--- config.mk ---
export PLATFORM = sky130hd
export DESIGN_NAME = decode
export DESIGN_NICKNAME = d
export VERILOG_FILES = /design/src/rtl/cpu_consts.sv /design/src/rtl/imm_gen.sv /design/src/rtl/decode.sv
export SDC_FILE = /design/constraint.sdc
export NUM_CORES = 1
export LEC_CHECK = 0
export CAP_MARGIN = 25
export CELL_PAD_IN_SITES_DETAIL_PLACEMENT = 1
export CELL_PAD_IN_SITES_GLOBAL_PLACEMENT = 1
export CORE_AREA = 2 2 171 173
export DETAILED_ROUTE_END_ITERATION = 10
export DIE_AREA = 0 0 173 175
export PLACE_DENSITY = 0.81
export SLEW_MARGIN = 15
export SYNTH_ARGS = -nofsm -noshare
export SYNTH_HDL_FRONTEND = slang
export SYNTH_SLANG_ARGS = --single-unit
--- constraint.sdc ---
create_clock -name clk_i -period 13.1 [get_ports clk_i]
set_clock_uncertainty 0.05 [all_clocks]
set_input_delay 2.62 -clock clk_i [delete_from_list [all_inputs] [get_ports clk_i]]
set_output_delay 2.62 -clock clk_i [all_outputs]
set_load 0.05 [all_outputs]
--- src/rtl/cpu_consts.sv ---
`timescale 1ns/1ps
`default_nettype none
// +-------------------------------------------------------------------------+
// | cpu_consts: ALU function, opcode and funct encodings for decode/execute |
// | Revision: 1.0                                                           |
// +-------------------------------------------------------------------------+
package cpu_consts;

   typedef enum logic [3:0] {
      ALU_ADD  = 4'b0000,
      ALU_SUB  = 4'b0001,
      ALU_SLL  = 4'b0010,
      ALU_SRL  = 4'b0011,
      ALU_SRA  = 4'b0100,
      ALU_OR   = 4'b0101,
      ALU_AND  = 4'b0110,
      ALU_XOR  = 4'b0111,
      ALU_SLTU = 4'b1000,
      ALU_SLT  = 4'b1001
   } alu_func_e;

   localparam logic [6:0] c_opc_op     = 7'b0110011;
   localparam logic [6:0] c_opc_op_imm = 7'b0010011;
   localparam logic [6:0] c_opc_lui    = 7'b0110111;
   localparam logic [6:0] c_opc_auipc  = 7'b0010111;

   localparam logic [2:0] c_f3_add_sub = 3'b000;
   localparam logic [2:0] c_f3_sll     = 3'b001;
   localparam logic [2:0] c_f3_slt     = 3'b010;
   localparam logic [2:0] c_f3_sltu    = 3'b011;
   localparam logic [2:0] c_f3_xor     = 3'b100;
   localparam logic [2:0] c_f3_srl_sra = 3'b101;
   localparam logic [2:0] c_f3_or      = 3'b110;
   localparam logic [2:0] c_f3_and     = 3'b111;

   localparam logic [6:0] c_f7_base = 7'b0000000;
   localparam logic [6:0] c_f7_alt  = 7'b0100000;

   // RV64 immediate shifts reserve only instr[31:26]; instr[25] is shamt MSB.
   localparam logic [5:0] c_f6_srl = 6'b000000;
   localparam logic [5:0] c_f6_sra = 6'b010000;

endpackage
`default_nettype wire

--- src/rtl/imm_gen.sv ---
`timescale 1ns/1ps
`default_nettype none
// +-------------------------------------------------------------------------+
// | imm_gen: I-type and U-type immediates, sign-extended to 64 bits          |
// | Revision: 1.0                                                           |
// +-------------------------------------------------------------------------+
module imm_gen (
   input  logic [31:0] instr_i,
   output logic [63:0] imm_i_o,
   output logic [63:0] imm_u_o
);

   assign imm_i_o = {{52{instr_i[31]}}, instr_i[31:20]};
   assign imm_u_o = {{32{instr_i[31]}}, instr_i[31:12], 12'h000};

endmodule
`default_nettype wire

--- src/rtl/decode.sv ---
`timescale 1ns/1ps
`default_nettype none
// +-------------------------------------------------------------------------+
// | decode: integer ALU decode into a one-entry handshake pipeline register  |
// | Revision: 1.0                                                           |
// +-------------------------------------------------------------------------+
module decode
   import cpu_consts::*;
(
   input  logic        clk_i,
   input  logic        rst_i,
   input  logic        instr_valid_i,
   output logic        instr_ready_o,
   input  logic [31:0] instr_i,
   input  logic [63:0] pc_i,
   output logic [4:0]  rs1_addr_o,
   output logic [4:0]  rs2_addr_o,
   input  logic [63:0] rs1_data_i,
   input  logic [63:0] rs2_data_i,
   input  logic        flush_i,
   output logic        dec_valid_o,
   input  logic        dec_ready_i,
   output logic [63:0] opr_a_o,
   output logic [63:0] opr_b_o,
   output logic [3:0]  alu_func_o,
   output logic [4:0]  rd_addr_o,
   output logic        rd_wr_en_o,
   output logic        illegal_o,
   output logic [63:0] pc_o
);

   typedef enum logic [0:0] {
      ST_EMPTY = 1'b0,
      ST_FULL  = 1'b1
   } state_e;

   state_e      r_state;
   state_e      w_state_nxt;
   logic        w_accept;

   logic [6:0]  w_opcode;
   logic [2:0]  w_funct3;
   logic [6:0]  w_funct7;
   logic [4:0]  w_rd;
   logic [63:0] w_imm_i;
   logic [63:0] w_imm_u;
   logic [63:0] w_shamt;

   logic [63:0] w_opr_a;
   logic [63:0] w_opr_b;
   alu_func_e   w_alu_func;
   logic        w_illegal;

   logic [63:0] r_opr_a;
   logic [63:0] r_opr_b;
   logic [3:0]  r_alu_func;
   logic [4:0]  r_rd_addr;
   logic        r_rd_wr_en;
   logic        r_illegal;
   logic [63:0] r_pc;

   assign w_opcode   = instr_i[6:0];
   assign w_rd       = instr_i[11:7];
   assign w_funct3   = instr_i[14:12];
   assign w_funct7   = instr_i[31:25];
   assign w_shamt    = {58'd0, instr_i[25:20]};
   assign rs1_addr_o = instr_i[19:15];
   assign rs2_addr_o = instr_i[24:20];

   imm_gen u_imm_gen (
      .instr_i (instr_i),
      .imm_i_o (w_imm_i),
      .imm_u_o (w_imm_u)
   );

   always_comb begin
      w_opr_a    = '0;
      w_opr_b    = '0;
      w_alu_func = ALU_ADD;
      w_illegal  = 1'b0;
      case (w_opcode)
         c_opc_op: begin
            w_opr_a = rs1_data_i;
            w_opr_b = rs2_data_i;
            if (w_funct7 == c_f7_base) begin
               case (w_funct3)
                  c_f3_add_sub: w_alu_func = ALU_ADD;
                  c_f3_sll:     w_alu_func = ALU_SLL;
                  c_f3_slt:     w_alu_func = ALU_SLT;
                  c_f3_sltu:    w_alu_func = ALU_SLTU;
                  c_f3_xor:     w_alu_func = ALU_XOR;
                  c_f3_srl_sra: w_alu_func = ALU_SRL;
                  c_f3_or:      w_alu_func = ALU_OR;
                  default:      w_alu_func = ALU_AND;
               endcase
            end else if (w_funct7 == c_f7_alt && w_funct3 == c_f3_add_sub) begin
               w_alu_func = ALU_SUB;
            end else if (w_funct7 == c_f7_alt && w_funct3 == c_f3_srl_sra) begin
               w_alu_func = ALU_SRA;
            end else begin
               w_illegal = 1'b1;
            end
         end
         c_opc_op_imm: begin
            w_opr_a = rs1_data_i;
            w_opr_b = w_imm_i;
            case (w_funct3)
               c_f3_add_sub: w_alu_func = ALU_ADD;
               c_f3_slt:     w_alu_func = ALU_SLT;
               c_f3_sltu:    w_alu_func = ALU_SLTU;
               c_f3_xor:     w_alu_func = ALU_XOR;
               c_f3_or:      w_alu_func = ALU_OR;
               c_f3_and:     w_alu_func = ALU_AND;
               c_f3_sll: begin
                  w_opr_b = w_shamt;
                  if (instr_i[31:26] == c_f6_srl) w_alu_func = ALU_SLL;
                  else                            w_illegal  = 1'b1;
               end
               default: begin
                  w_opr_b = w_shamt;
                  if (instr_i[31:26] == c_f6_srl)      w_alu_func = ALU_SRL;
                  else if (instr_i[31:26] == c_f6_sra) w_alu_func = ALU_SRA;
                  else                                 w_illegal  = 1'b1;
               end
            endcase
         end
         c_opc_lui: begin
            w_opr_b = w_imm_u;
         end
         c_opc_auipc: begin
            w_opr_a = pc_i;
            w_opr_b = w_imm_u;
         end
         default: w_illegal = 1'b1;
      endcase
      // Illegal instructions travel as an inert ADD of zeros.
      if (w_illegal) begin
         w_opr_a    = '0;
         w_opr_b    = '0;
         w_alu_func = ALU_ADD;
      end
   end

   assign dec_valid_o   = (r_state == ST_FULL);
   assign instr_ready_o = !dec_valid_o || dec_ready_i;
   assign w_accept      = instr_valid_i && instr_ready_o && !flush_i;

   always_ff @(posedge clk_i or posedge rst_i) begin
      if (rst_i) r_state <= ST_EMPTY;
      else       r_state <= w_state_nxt;
   end

   always_comb begin
      w_state_nxt = r_state;
      case (r_state)
         ST_EMPTY: if (w_accept) w_state_nxt = ST_FULL;
         ST_FULL: begin
            if (w_accept)         w_state_nxt = ST_FULL;
            else if (dec_ready_i) w_state_nxt = ST_EMPTY;
         end
         default: w_state_nxt = ST_EMPTY;
      endcase
      if (flush_i) w_state_nxt = ST_EMPTY;
   end

   always_ff @(posedge clk_i or posedge rst_i) begin
      if (rst_i) begin
         r_opr_a    <= '0;
         r_opr_b    <= '0;
         r_alu_func <= '0;
         r_rd_addr  <= '0;
         r_rd_wr_en <= 1'b0;
         r_illegal  <= 1'b0;
         r_pc       <= '0;
      end else if (w_accept) begin
         r_opr_a    <= w_opr_a;
         r_opr_b    <= w_opr_b;
         r_alu_func <= w_alu_func;
         r_rd_addr  <= w_rd;
         r_rd_wr_en <= !w_illegal && (w_rd != 5'd0);
         r_illegal  <= w_illegal;
         r_pc       <= pc_i;
      end
   end

   assign opr_a_o    = r_opr_a;
   assign opr_b_o    = r_opr_b;
   assign alu_func_o = r_alu_func;
   assign rd_addr_o  = r_rd_addr;
   assign rd_wr_en_o = r_rd_wr_en;
   assign illegal_o  = r_illegal;
   assign pc_o       = r_pc;

endmodule
`default_nettype wire

Yosys cells after proc, flatten, opt, wreduce, memory -nomap -nowiden
Cells that the tools add are included.
{"block": "totals", "reg_bits": 204, "in_bits": 229, "out_inout_bits": 215, "word_cells": 66}
{"block": "classes", "eq_ne": 13, "muxes": 28, "bitwise_logic": 1, "n_reduce_logical": 16}
{"op": "$mux W64", "count": 3}
{"op": "$pmux W64 S3", "count": 1}
{"op": "$pmux W64 S2", "count": 1}
{"op": "$pmux W4 S7", "count": 2}
{"op": "$eq A7 B6 Y1 const B", "count": 3}
{"op": "$eq A7 B5 Y1 const B", "count": 2}
{"op": "$eq A3 B3 Y1 const B", "count": 4}
{"op": "$mux W3", "count": 4}
{"op": "$mux W1", "count": 10}
{"op": "$mux W4", "count": 2}
{"op": "$pmux W4 S2", "count": 1}
{"op": "$logic_not A7 Y1", "count": 1}
{"op": "$eq A3 B2 Y1 const B", "count": 2}
{"op": "$eq A6 B5 Y1 const B", "count": 1}
{"op": "$logic_not A6 Y1", "count": 1}
{"op": "$reduce_or A6 Y1", "count": 1}
{"op": "$logic_and A1 B1 Y1", "count": 5}
{"op": "$reduce_bool A5 Y1", "count": 1}
{"op": "$pmux W1 S2", "count": 2}
{"op": "$reduce_or A2 Y1", "count": 2}
{"op": "$eq A3 B1 Y1 const B", "count": 1}
{"op": "$logic_not A1 Y1", "count": 3}
{"op": "$logic_not A3 Y1", "count": 1}
{"op": "$pmux W1 S3", "count": 1}
{"op": "other kinds (3)", "count": 3}

Depth between registers and ports, before layout
{"block": "depth", "depth_word": 8, "mapped_depth": 8, "mapped_depth_nobuf": 5}

By module
From an unflattened synthesis, not the netlist that was laid out.
{"block": "hier_totals", "cells_unflattened": 1187, "area_unflattened_um2": 10527.6}
{"module": "decode", "instances": 1, "cells_per_inst": 1058, "area_per_inst_um2": 9562.9, "seq_area_each_um2": 5104.9}
{"module": "imm_gen", "instances": 1, "cells_per_inst": 129, "area_per_inst_um2": 964.7, "seq_area_each_um2": 0.0}

Worst setup path before layout
Ideal clock, no wire load.
{"block": "synth_path", "path_type": "input -> output", "start": "in dec_ready_i", "end": "out instr_ready_o", "arrival_time_ns": 3.057, "required_ns": 10.430, "path_slack_ns": 7.373, "cell_stages": 1, "n_path_buf": 0, "cell_sequence": "nand2b_1"}
{"block": "synth_between", "elab_chain_cells": 1}
{"item": "from (decl)", "line_no": "decode.sv:22", "text": "input logic dec_ready_i,"}
{"item": "$logic_or A1 B1 Y1", "line_no": "decode.sv:145", "text": "assign instr_ready_o = !dec_valid_o || dec_ready_i;"}
{"item": "to (decl)", "line_no": "decode.sv:13", "text": "output logic instr_ready_o,"}
Every way passes these cells.

Worst setup path after layout
Same ends and word-level chain as after synthesis.

==> flow_summary.yaml <==
outcome:
  status: "complete, no violations"
sta:
  slew_headroom_pct: 32.0
  finalHoldViolCount: 0
  rsz0062_at_grt: "no"
  max_freq_mhz: 148
  final.setup.tns_ps: 0
  setup_ws_ps: 6320
  period_minus_slack_ps: 6780
  slew_violations: 0
  tightest_slew_ps: 1020
  worst_hold_slack_ps: 423
  setup_viol: 0
  fin_crit_sh_pct: 51.7
placed_design:
  gp_congestion: 0.865
  dpl_worst_slack_ps: 6310
  dpl.hpwl_um: 25500
  io_buffers: 443
yosys:
  syn_nets: 1094
  yosys_warnings: 0
  async_flop_share_pct: 100
  ys.flop_type: "dfrtp_1"
  syn_inst: 865
  synthesis.area_um2: 8970
  synth.distinct_cells: 43
  ys_seq_area_share_pct: 56.9
  synth-seq-cells: 204
  syn_area_per_cell_um2: 10.4
  synth_edf_count: 0
global_route:
  busiest_layer: "met2"
  grt_max_degree: 129
  antenna_found_initial: 1
  gr-usage-met3_pct: 6.09
  grt_pass1_wl_um: 55000
  grt_overflow: 0
  grt_usage_pct: 23.2
  met2_usage_pct: 41.6
  grt_util_met1_pct: 26.0
  grt_pass1_vias: 9274
routing:
  vias: 8398
  routedWlPerCell_um: 21.7
  avgViaCountPerCell: 5.03
  drt_iter0_drc: 379
  ant_nets: 0
  wirelength_um: 36100
  drtPass1Iterations: 4
  drc: 0
clocking:
  h-tree-depth: 1
  cts-root-buf: "clkbuf_16"
  postCtsHoldBufs: 0
  cts_resized: 0
  cts_setup_buffers: 0
  numCtsBuffers: 25
  clock-sinks: 204
  clk-insertion-delay-late_ps: 520
  tritoncts: "done"
  clk_pin_slew_ps: 60
  clockBufferDepth: 3
final_layout:
  finalNetCount: 1498
  drive_above_1_share_pct: 10.9
  fin_util_pct: 50.9
  syn2layout_area_growth_pct: 61.1
  fillers: 3115
  seq_area_um2: 5100
  multiInputGateArea_um2: 3500
pwr:
  combPwrFrac_pct: 25.0
  seq_power_share_pct: 37.8
  swShare_pct: 30.8
  clockPowerShare_pct: 37.2
  power_density_nw_per_um2: 127
  p_leak_uw: 0.00594
  intPower_uw: 1270
  netSwitchingPower_uw: 565
  ir_drop_uv: 97.7
die:
  row_count: 62
  dieArea_um2: 30300
  die_h_um: 175
  core-area_um2: 28400
  start_util_pct: 31.6
  io_pins: 444
  dieWidth_um: 173
setup_path:
  cp.required_ps: 10430
  worstPathArrival_ps: 4110
  path_class: "primary input to output port"
  start_kind: "primary input"
  end_kind: "output port"
  path_max_fanout: 3
hold_path:
  hold_class: "flip-flop to flip-flop"
flow_run:
  drv_cap: 0
==> flip-flops by register name, summed over array words and instances, names as in the netlist <==
| name | cells |
|---|---|
| opr_a_o | 64 |
| opr_b_o | 64 |
| pc_o | 64 |
| rd_addr_o | 5 |
| alu_func_o | 4 |
| dec_valid_o | 1 |
| illegal_o | 1 |
| rd_wr_en_o | 1 |
==> cells in the mapped netlist, types with 7 or more instances <==
cell      count  share of area [%]
buf_2         8               0.45
clkbuf_1     54                2.3
buf_4        10               0.84
a21oi_1      41                2.3
nand2_1     174                7.3
mux2_2       69                8.7
a22oi_1      42                3.5
o31ai_2       9                1.3
nor2_1        7               0.29
dfrtp_1     204                 57
nor2b_1      24                1.7
a31oi_1      25                1.7
o21ai_0     134                7.5
==> power groups by stage <==
| stage | clock, uW | combinational [uW] | sequential (uW) |
|---|---|---|---|
| global route | 723 | 481 | 700 |
| global placement | 0 | 453 | 702 |
| floorplan | 0 | 107 | 853 |
| CTS | 703 | 462 | 695 |
| detailed placement | 0 | 460 | 706 |
| finish | 682 | 459 | 695 |
==> placed cells by master (no fill, tap or decap), types with 2 or more instances in the layout <==
cell type          n
nand2b_1           2
clkbuf_8           5
clkbuf_1           7
bufinv_16          2
o31ai_2            9
dfrtp_1          204
nand3_1            3
nand4b_1           2
nor2b_1           23
a21oi_1           41
or3_1              2
buf_4             13
o21ai_0          134
clkdlybuf4s50_1  441
a22oi_1           42
inv_1              4
nor2_1             5
mux2i_1            6
o21ai_1            5
and3_1             6
buf_2              2
o31ai_1            6
nand2_1          174
a31oi_1           25
clkbuf_16         25
nand3b_1           2
mux2_2            69
==> final timing paths <==
| kind | start | end | slack (ps) | cells after the start |
|---|---|---|---|---|
| min in group asynchronous | rst_i | opr_b_o[30] | 2640 | 2 |
| setup / recovery | dec_ready_i | instr_ready_o | 6320 | 3 |
| max in group asynchronous | rst_i | opr_b_o[51] | 8960 | 4 |
| hold / removal | opr_a_o[46] | opr_a_o[46] | 420 | 2 |
| setup reg to reg | dec_valid_o | pc_o[19] | 9770 | 6 |
| hold reg to reg | opr_a_o[46] | opr_a_o[46] | 420 | 2 |
==> worst max-delay path, stage by stage <==
cell	delay, ps
clkdlybuf4s50_1	510
nand2b_1	160
clkdlybuf4s50_1	810
==> final cells by class <==
type | instances | area share [%]
clock buffer | 37 | 4.98
inverter | 6 | 0.208
antenna | 1 | 0.0173
timing repair buffer | 457 | 31.5
sequential | 204 | 35.3
multi-input combinational | 575 | 24.2
clock inverter | 4 | 0.511
tap | 384 | 3.32
==> cell families after synthesis <==
| group | synth area share (%) |
|---|---|
| compound gates | 18.1 |
| simple gates | 11.1 |
| xor+xnor | 0.195 |
| flops | 56.9 |
| buf+inv | 4.36 |
| mux | 9.33 |
==> stage by stage <==
stage / total power (uW) / std cells / cell area [um2]
finish: 1840 / 1668 / 14500
global route: 1900 / 1668 / 14500
CTS: 1860 / 1666 / 14400
detailed placement: 1170 / 1625 / 13600
global placement: 1160 / 1625 / 13600
floorplan: 961 / 865 / 8970
==> routing by layer <==
layer / up-vias / share of wire, %
li1: 3819 / -
met1: 4144 / 37
met2: 346 / 51
met3: 89 / 7.2
met4: 0 / 4.7
met5: - / 0
Note: power is estimated with default switching activity, not from simulation.
